### src/rtl/sw_debounce.sv
// Per-bit switch conditioner: 2-flop synchroniser, then a counter debounce
// FSM per channel producing stable levels and one-cycle rise/fall pulses.
module sw_debounce #(
  parameter int WIDTH           = 4,
  parameter int DEBOUNCE_CYCLES = 4,
  parameter int CNT_W           = 16
) (
  input  logic             clk,
  input  logic             rst_n,
  input  logic [WIDTH-1:0] sw_raw,
  output logic [WIDTH-1:0] sw_db,
  output logic [WIDTH-1:0] sw_rise,
  output logic [WIDTH-1:0] sw_fall,
  output logic             changed
);

  typedef enum logic {
    STABLE,
    PENDING
  } db_st_t;

  localparam logic [CNT_W-1:0] LAST = CNT_W'(DEBOUNCE_CYCLES - 1);
  localparam logic [CNT_W-1:0] ONE  = CNT_W'(1);

  logic [WIDTH-1:0] s1;
  logic [WIDTH-1:0] s2;
  logic [WIDTH-1:0] accept;

  always_ff @(posedge clk or negedge rst_n) begin
    if (!rst_n) begin
      s1 <= '0;
      s2 <= '0;
    end else begin
      s1 <= sw_raw;
      s2 <= s1;
    end
  end

  for (genvar i = 0; i < WIDTH; i++) begin : g_ch
    db_st_t           st;
    logic [CNT_W-1:0] cnt;
    logic             db_q;
    logic             rise_q;
    logic             fall_q;
    logic             diff;

    assign diff      = s2[i] ^ db_q;
    // Final qualifying sample: level is committed on this edge.
    assign accept[i] = (st == PENDING) && diff && (cnt == LAST);

    always_ff @(posedge clk or negedge rst_n) begin
      if (!rst_n) begin
        st     <= STABLE;
        cnt    <= '0;
        db_q   <= 1'b0;
        rise_q <= 1'b0;
        fall_q <= 1'b0;
      end else begin
        rise_q <= 1'b0;
        fall_q <= 1'b0;
        unique case (st)
          STABLE: begin
            if (diff) begin
              st  <= PENDING;
              cnt <= ONE;
            end else begin
              cnt <= '0;
            end
          end
          PENDING: begin
            if (!diff) begin
              st  <= STABLE;
              cnt <= '0;
            end else if (cnt == LAST) begin
              st     <= STABLE;
              cnt    <= '0;
              db_q   <= s2[i];
              rise_q <= s2[i];
              fall_q <= ~s2[i];
            end else begin
              cnt <= cnt + ONE;
            end
          end
          default: begin
            st  <= STABLE;
            cnt <= '0;
          end
        endcase
      end
    end

    assign sw_db[i]   = db_q;
    assign sw_rise[i] = rise_q;
    assign sw_fall[i] = fall_q;
  end

  always_ff @(posedge clk or negedge rst_n) begin
    if (!rst_n) begin
      changed <= 1'b0;
    end else begin
      changed <= |accept;
    end
  end

endmodule

### config.mk
export PLATFORM = sky130hd
export DESIGN_NAME = sw_debounce
export DESIGN_NICKNAME = d
export VERILOG_FILES = /design/src/rtl/sw_debounce.sv
export SDC_FILE = /design/constraint.sdc
export NUM_CORES = 1
export LEC_CHECK = 0
export CORE_MARGIN = 1
export CORE_UTILIZATION = 55
export CTS_BUF_LIST = sky130_fd_sc_hd__clkbuf_2
export DETAILED_ROUTE_END_ITERATION = 8
export PLACE_DENSITY = 0.74
export SLEW_MARGIN = 20
export SYNTH_ARGS = -nofsm -noshare
export SYNTH_HDL_FRONTEND = slang
export SYNTH_SLANG_ARGS = --single-unit
### constraint.sdc
create_clock -name clk -period 3.9 [get_ports clk]
set_input_delay 0.78 -clock clk [delete_from_list [all_inputs] [get_ports clk]]
set_output_delay 0.78 -clock clk [all_outputs]
set_load 0.05 [all_outputs]
==> flow_summary_export.csv, run 1 <==
group,metric,value,unit
cts,tritoncts_clock_tree,"yes",
synthesis,syn_nets,404,
sta,tightestPinTransition,861.5,ps
floorplan,row_cnt,31,
place,port-buffer-count,18,
finish,area_growth_syn_to_layout,7.763,%
critical_path,ff2ff_path_depth,5,
synthesis,most_instantiated_flip_flop_cell_in_the_synthesis_netlist,"sky130_fd_sc_hd__dfrtp_1",
finish,nFillCells,602,
synthesis,syn-mean-instance-area,10.35,µm²
critical_path,timing.critical_path.max_delay_family,"buffers and inverters",
drt,ant_nets,0,
critical_path,required,3120,ps
critical_path,cp_cell_sequence,"clkdlybuf4s50_1",
critical_path,cp.arrival,1830,ps
critical_path,critical_path_class,"flip-flop to output pin",
cts,number_of_cts_inserted_buffers,9,
cts,cts.reportedPaths.clkPinSlew,230,ps
synthesis,synthesis.area,0.004078,mm²
drt,post_drt_via_cell_ratio,5.420,
drt,drt_pre_antenna_iters,5,
synthesis,synth_edf_count,0,
grt,antenna_found_initial,0,
synthesis,synth_top_cells_by_area,"sky130_fd_sc_hd__dfrtp_1, sky130_fd_sc_hd__xnor2_1, sky130_fd_sc_hd__nor2_1, sky130_fd_sc_hd__xor2_1, sky130_fd_sc_hd__nand3_1",
grt,grt_first_pass_wirelength,11740,µm
sta,final-setup-viol-count,0,
place,numPlacedInstances,493,
place,placement.setup.worst_slack,1841,ps
place,gp_routability_congestion,0.8507,
run_status,status,"finished clean",
floorplan,initial_utilization,0.5652,
grt,grt_pass1_vias,2558,
power_and_ir_drop,peakVddDrop,306.4,µV
floorplan,placeableCoreArea,0.007214,mm²
worst_hold_path,timing.hold.worst.class,"primary input to asynchronous set/reset pin",
sta,skew,18.38,ps
cts,htree_num_levels,3,
floorplan,die-height,88.11,µm
sta,maxSlewHeadroom,0.4257,
drt,met1Wirelength,3402,µm
synthesis,postSynth.asyncResetShare,1.000,
sta,setup_total_negative_slack,0,ps
synthesis,synthesis.instances,394,
place,dp.final_hpwl,4647,µm
synthesis,synthesis.yosys.warnings,0,
power_and_ir_drop,power.static_leakage,1.759,nW
synthesis,synthesis_stage_register_bit_count,89,
synthesis,seq_area_frac_synth,0.5462,
grt,groute.usage.overall,0.1974,
drt,drcViolationCount,0,
drt,drt-total-wl,6870,µm
cts,postCtsHoldBufs,0,
cts,clockRootBuffer,"sky130_fd_sc_hd__clkbuf_2",
run,max_cap_viol_count,0,
critical_path,cp_startpoint_kind,"flip-flop",
floorplan,dieArea,0.007762,mm²
critical_path,cpPeakStageDelay,820,ps
synthesis,ys_top_cells_by_count,"sky130_fd_sc_hd__dfrtp_1, sky130_fd_sc_hd__nor2_1, sky130_fd_sc_hd__xnor2_1",
critical_path,critical_path_peak_fanout,4,
place,place_area,0.004262,mm²
synthesis,synth_top_area_share,0.5462,
cts,clk_path_buf_depth,2,
sta,layout_worst_path_cycle_share,0.6684,
drt,dr_wl_met2,3109,µm
sta,slew_viol_final,0,
synthesis,most_frequent_cell_after_synthesis,"sky130_fd_sc_hd__dfrtp_1",
drt,detailedRoute.firstIterationViolations,155,
drt,drt-wirelength-per-cell,13.50,µm
critical_path,regToRegStartpoint,"g_ch[0].cnt[0]",
floorplan,chipWidth,88.11,µm
cts,postCtsSetupBuffers,0,
cts,postCtsResizedCells,0,
finish,drive_gt1_frac,0.05854,
finish,layout.cells.non_filler,509,
synthesis,post_synth_num_cell_types,29,
finish,finish.instance_area,0.004394,mm²
synthesis,synth_top_area_cell,"sky130_fd_sc_hd__dfrtp_1",
critical_path,capturing_element_type_of_the_critical_path,"output pin",
critical_path,critPathBufInv,1,
finish,nNetsFinal,415,
grt,grt-ovfl-total,0,
drt,route.top_layer_used,"met4",
drt,met3_routed_length,235,µm
critical_path,rrSetupSlack,1840,ps
critical_path,critical_path.reg2reg.endpoint,"g_ch[0].cnt[0]",
sta,post-route-min-period,2607,ps
sta,hold_violations,0,
sta,setup_slack,1293,ps
cts,numClockSinks,89,
floorplan,io-pin-count,19,
drt,vias,2759,
sta,highest_clock_frequency_the_design_can_meet,383.6,MHz
finish,n_antenna_cell,0,
power_and_ir_drop,power_density,469.1,mW/mm²
grt,grt_start_max_net_pins,72,
sta,grt_setup_unrepaired,"no",
cts,worst_skew_pair.late_latency,540,ps
critical_path,slowest_stage,"sky130_fd_sc_hd__clkdlybuf4s50_1",
-- cell families (layout without fill, tap and decap cells) --
| logic type | after synthesis | count (layout) | share of synthesized area |
|---|---|---|---|
| AOI/OAI and AO/OA | 20 | 20 | 0.02731 |
| adders and majority gates | 4 | 4 | 0.01227 |
| and+or+nand+nor | 189 | 189 | 0.2378 |
| xor gates and xnor gates | 58 | 58 | 0.1246 |
| buffers and inverters | 30 | 46 | 0.04081 |
| muxes | 4 | 4 | 0.01105 |
| DFF | 89 | 89 | 0.5462 |
-- how the worst max path moves through the flow --
stage | from | to | depth (start not counted)
2_1_floorplan | g_ch[0].cnt[0] | g_ch[0].db_q | 5
3_3_place_gp | g_ch[1].db_q | sw_db[1] | 1
3_5_place_dp | g_ch[0].cnt[0] | g_ch[0].st | 5
4_1_cts | g_ch[2].db_q | sw_db[2] | 1
5_1_grt | g_ch[2].db_q | sw_db[2] | 1
6_report | g_ch[2].db_q | sw_db[2] | 1
-- per-stage QoR --
step | power [W] | hold slack, ps | utilization
4_1_cts | 0.002083 | 323.2 | 0.6091
6_report | 0.002061 | 299.2 | 0.6091
2_1_floorplan | 0.001468 | 331.2 | -
3_5_place_dp | 0.001568 | 337.1 | 0.5907
5_1_grt | 0.002175 | 358.3 | 0.6091
3_3_place_gp | 0.001553 | 335.6 | 0.5907
-- layout by cell type (no fill, tap or decap) --
| cell | instances |
|---|---|
| sky130_fd_sc_hd__dfrtp_1 | 89 |
| sky130_fd_sc_hd__nor2_1 | 65 |
| sky130_fd_sc_hd__xnor2_1 | 34 |
| sky130_fd_sc_hd__nand3_1 | 27 |
| sky130_fd_sc_hd__xor2_1 | 24 |
| sky130_fd_sc_hd__nand4_1 | 19 |
| sky130_fd_sc_hd__nor3_1 | 18 |
| sky130_fd_sc_hd__clkdlybuf4s50_1 | 17 |
| sky130_fd_sc_hd__nand2_1 | 16 |
| sky130_fd_sc_hd__nor4_1 | 14 |
| sky130_fd_sc_hd__inv_1 | 11 |
| sky130_fd_sc_hd__clkbuf_2 | 10 |
| sky130_fd_sc_hd__o21ai_0 | 8 |
| sky130_fd_sc_hd__and2_1 | 6 |
| sky130_fd_sc_hd__a21oi_1 | 6 |
| sky130_fd_sc_hd__and4_1 | 5 |
| sky130_fd_sc_hd__or3_1 | 5 |
| sky130_fd_sc_hd__nor4b_1 | 4 |
| sky130_fd_sc_hd__and3_1 | 4 |
| sky130_fd_sc_hd__o22ai_1 | 4 |
| sky130_fd_sc_hd__mux2_2 | 4 |
| sky130_fd_sc_hd__ha_1 | 4 |
| sky130_fd_sc_hd__clkinv_2 | 3 |
| sky130_fd_sc_hd__or4_1 | 2 |
| sky130_fd_sc_hd__bufinv_16 | 2 |
| sky130_fd_sc_hd__buf_4 | 2 |
| sky130_fd_sc_hd__o31ai_1 | 1 |
| sky130_fd_sc_hd__nor3b_1 | 1 |
| sky130_fd_sc_hd__nand4_2 | 1 |
| sky130_fd_sc_hd__nand3_4 | 1 |
| sky130_fd_sc_hd__o41ai_1 | 1 |
| sky130_fd_sc_hd__or3b_1 | 1 |
| sky130_fd_sc_hd__clkinvlp_4 | 1 |
-- final cells by class --
cell class | count | area [µm²] | area share
Sequential cell | 89 | 2227 | 0.5068
Multi-Input combinational cell | 275 | 1684 | 0.3833
Timing Repair Buffer | 19 | 185.2 | 0.04214
Tap cell | 99 | 123.9 | 0.02819
Clock inverter | 6 | 82.58 | 0.01879
Clock buffer | 10 | 50.05 | 0.01139
Inverter | 11 | 41.29 | 0.009396
-- power by group --
part	total [W]	leakage, nW	internal (W)	switching (W)
Combinational	0.000445	0.471	0.000147	0.000298
Clock	0.000515	0.0817	0.000211	0.000304
Sequential	0.00110	1.21	0.00101	0.0000905
Total	0.00206	1.76	0.00137	0.000692
-- sequential cells by signal, summed over array words and instances, names as in the netlist --
| name | cells |
|---|---|
| s1 | 4 |
| g_ch.db_q | 4 |
| g_ch.cnt | 64 |
| s2 | 4 |
| g_ch.fall_q | 4 |
| changed | 1 |
| g_ch.rise_q | 4 |
| g_ch.st | 4 |
-- layer usage --
layer | up-vias | global-route usage
li1 | 1385 | -
met1 | 1301 | 0.2728
met2 | 63 | 0.3051
met3 | 10 | 0.03110
met4 | 0 | 0.09824
met5 | - | 0
Note: power is estimated with default switching activity, not from simulation.
==> run 2, diff against run 1 <==
- clock period: 3.9 -> 2.5 ns (I/O delays scaled with it)
==> run 2 against run 1 <==
Against the previous run:
- global-route usage rose by 0.67 points
- clock power increased by 61%
- sequential power grew 56%
- flip-flop and latch count is the same
- highest routed layer unchanged
- critical path depth unchanged
- register-to-register slack lost 1400 ps
==> flow_summary_export.csv, run 2 (synthesized netlist as in run 1, its figures left out) <==
group,metric,value,unit
run_status,status,"finished clean",
sta,setup_total_negative_slack,0,ps
critical_path,critPathBufInv,1,
finish,largest_register_ff_count,64,
critical_path,critical_path_class,"flip-flop to output pin",
floorplan,row_cnt,31,
worst_hold_path,timing.hold.worst.class,"primary input to flip-flop",
sta,post-route-min-period,2356,ps
drt,drt-wirelength-per-cell,13.60,µm
critical_path,timing.critical_path.max_delay_family,"buffers and inverters",
power_and_ir_drop,peakVddDrop,542.3,µV
grt,grt-ovfl-total,0,
power_and_ir_drop,power_density,737.4,mW/mm²
critical_path,cp_startpoint_kind,"flip-flop",
floorplan,placeableCoreArea,0.007214,mm²
sta,skew,24.51,ps
drt,route.top_layer_used,"met4",
finish,area_growth_syn_to_layout,9.021,%
drt,dr_wl_met2,3338,µm
cts,clockRootBuffer,"sky130_fd_sc_hd__clkbuf_2",
critical_path,ff2ff_path_depth,5,
worst_hold_path,min_from,"sw_raw[3]",
sta,tightestPinTransition,606.9,ps
critical_path,cpPeakStageDelay,840,ps
sta,maxSlewHeadroom,0.5942,
sta,grt_setup_unrepaired,"no",
cts,clk_path_buf_depth,2,
critical_path,regToRegStartpoint,"g_ch[0].cnt[0]",
critical_path,cp_cell_sequence,"clkdlybuf4s50_1",
worst_hold_path,hold_end,"s1[3]",
drt,detailedRoute.firstIterationViolations,122,
cts,postCtsResizedCells,0,
finish,drive_gt1_frac,0.06747,
cts,worst_skew_pair.late_latency,520,ps
grt,grt_first_pass_wirelength,12050,µm
critical_path,critical_path_peak_fanout,4,
finish,nNetsFinal,420,
finish,finish.utilization,0.6162,
sta,layout_worst_path_cycle_share,0.9424,
drt,drt_pre_antenna_iters,4,
cts,number_of_cts_inserted_buffers,9,
floorplan,initial_utilization,0.5652,
sta,highest_clock_frequency_the_design_can_meet,424.5,MHz
finish,n_antenna_cell,0,
run,max_cap_viol_count,0,
critical_path,slowest_stage,"sky130_fd_sc_hd__clkdlybuf4s50_1",
sta,slew_viol_final,0,
power_and_ir_drop,power.static_leakage,1.783,nW
finish,registers.top_by_ff_count,"g_ch.cnt",
drt,met1Wirelength,3275,µm
floorplan,dieArea,0.007762,mm²
sta,hold_violations,0,
place,place_area,0.004292,mm²
drt,ant_nets,0,
power_and_ir_drop,total_power,0.003278,W
place,port-buffer-count,18,
critical_path,required,2000,ps
place,dp.final_hpwl,4923,µm
sta,final-setup-viol-count,0,
finish,area_of_the_multi_input_gates,0.001684,mm²
cts,htree_num_levels,3,
power_and_ir_drop,share_clk_of_total_power,0.253,
finish,nFillCells,596,
floorplan,die-height,88.11,µm
sta,hold_ws,376.1,ps
power_and_ir_drop,power.internal,0.002171,W
critical_path,cp.arrival,1860,ps
grt,groute.usage.overall,0.2041,
grt,grt_pass1_vias,2648,
drt,met3_routed_length,257,µm
critical_path,capturing_element_type_of_the_critical_path,"output pin",
floorplan,chipWidth,88.11,µm
drt,vias,2809,
finish,sequential_cell_area,0.002227,mm²
drt,post_drt_via_cell_ratio,5.465,
drt,drt-total-wl,6992,µm
place,gp_routability_congestion,0.8985,
finish,finish.instance_area,0.004446,mm²
critical_path,critical_path.reg2reg.endpoint,"g_ch[0].cnt[0]",
cts,cts.reportedPaths.clkPinSlew,250,ps
cts,tritoncts_clock_tree,"yes",
critical_path,rrSetupSlack,450,ps
power_and_ir_drop,p_sw,0.001108,W
power_and_ir_drop,power.combinational.fraction,0.221,
drt,drcViolationCount,0,
grt,grt_start_max_net_pins,52,
critical_path,setup.worst_path.start,"g_ch[3].db_q",
power_and_ir_drop,seqPwrFrac,0.526,
finish,layout_common_cells,"sky130_fd_sc_hd__dfrtp_1, sky130_fd_sc_hd__nor2_1, sky130_fd_sc_hd__xnor2_1",
cts,numClockSinks,89,
grt,antenna_found_initial,0,
worst_hold_path,timing.hold.worst_path_depth,1,
floorplan,io-pin-count,19,
power_and_ir_drop,switching_part_of_the_total_power,0.3379,
finish,layout_commonest_cell,"sky130_fd_sc_hd__dfrtp_1",
==> run 2: changes by cell type in the layout (fill, tap and decap cells not counted) <==
cell	delta
sky130_fd_sc_hd__clkinv_2	-2
sky130_fd_sc_hd__inv_6	+3
sky130_fd_sc_hd__dlygate4sd3_1	+1
sky130_fd_sc_hd__clkbuf_2	-1
sky130_fd_sc_hd__buf_4	+4
==> run 2: metal layers <==
metal  vias up  global-route usage
li1       1386                   -
met1      1347              0.2730
met2        65              0.3192
met3        11             0.04807
met4         0             0.08944
met5         -                   0
==> run 2: final cells by class <==
type / count / share of cell area
Clock buffer: 9 / 0.01013
Clock inverter: 7 / 0.02223
Sequential cell: 89 / 0.5010
Tap cell: 99 / 0.02786
Timing Repair Buffer: 24 / 0.05066
Inverter: 11 / 0.009288
Multi-Input combinational cell: 275 / 0.3788
==> run 2: what timing repair did <==
item | in CTS | in global routing
endpoints found under the hold margin | 48 | 0
hold buffers | 1 | 0
buffers inserted | 0 | 0
==> run 2: power groups by stage <==
stage / registers [W] / clock network, W / logic [W]
2_1_floorplan: 0.00172 / 0 / 0.000566
3_3_place_gp: 0.00175 / 0 / 0.000712
3_5_place_dp: 0.00175 / 0 / 0.000733
4_1_cts: 0.00173 / 0.000856 / 0.000736
5_1_grt: 0.00175 / 0.000919 / 0.000810
6_report: 0.00172 / 0.000830 / 0.000724
==> run 2: how the worst max path moves through the flow <==
stage,end,cells after the start
6_report,sw_db[3],1
5_1_grt,sw_db[3],1
4_1_cts,sw_db[3],1
3_5_place_dp,g_ch[0].st,5
3_3_place_gp,g_ch[0].st,5
2_1_floorplan,g_ch[0].db_q,5
==> run 2: metrics by stage <==
step,instances,setup WS [ps]
finish,514,144.1
global route,514,25.29
CTS,514,95.92
detailed placement,497,452.6
global placement,497,574.6
floorplan,394,864.0
==> run 3, diff against run 2 <==
- CAP_MARGIN: not set -> 25
==> results of run 3 <==
Final layout, timing and power as in run 2 (identical DEF).
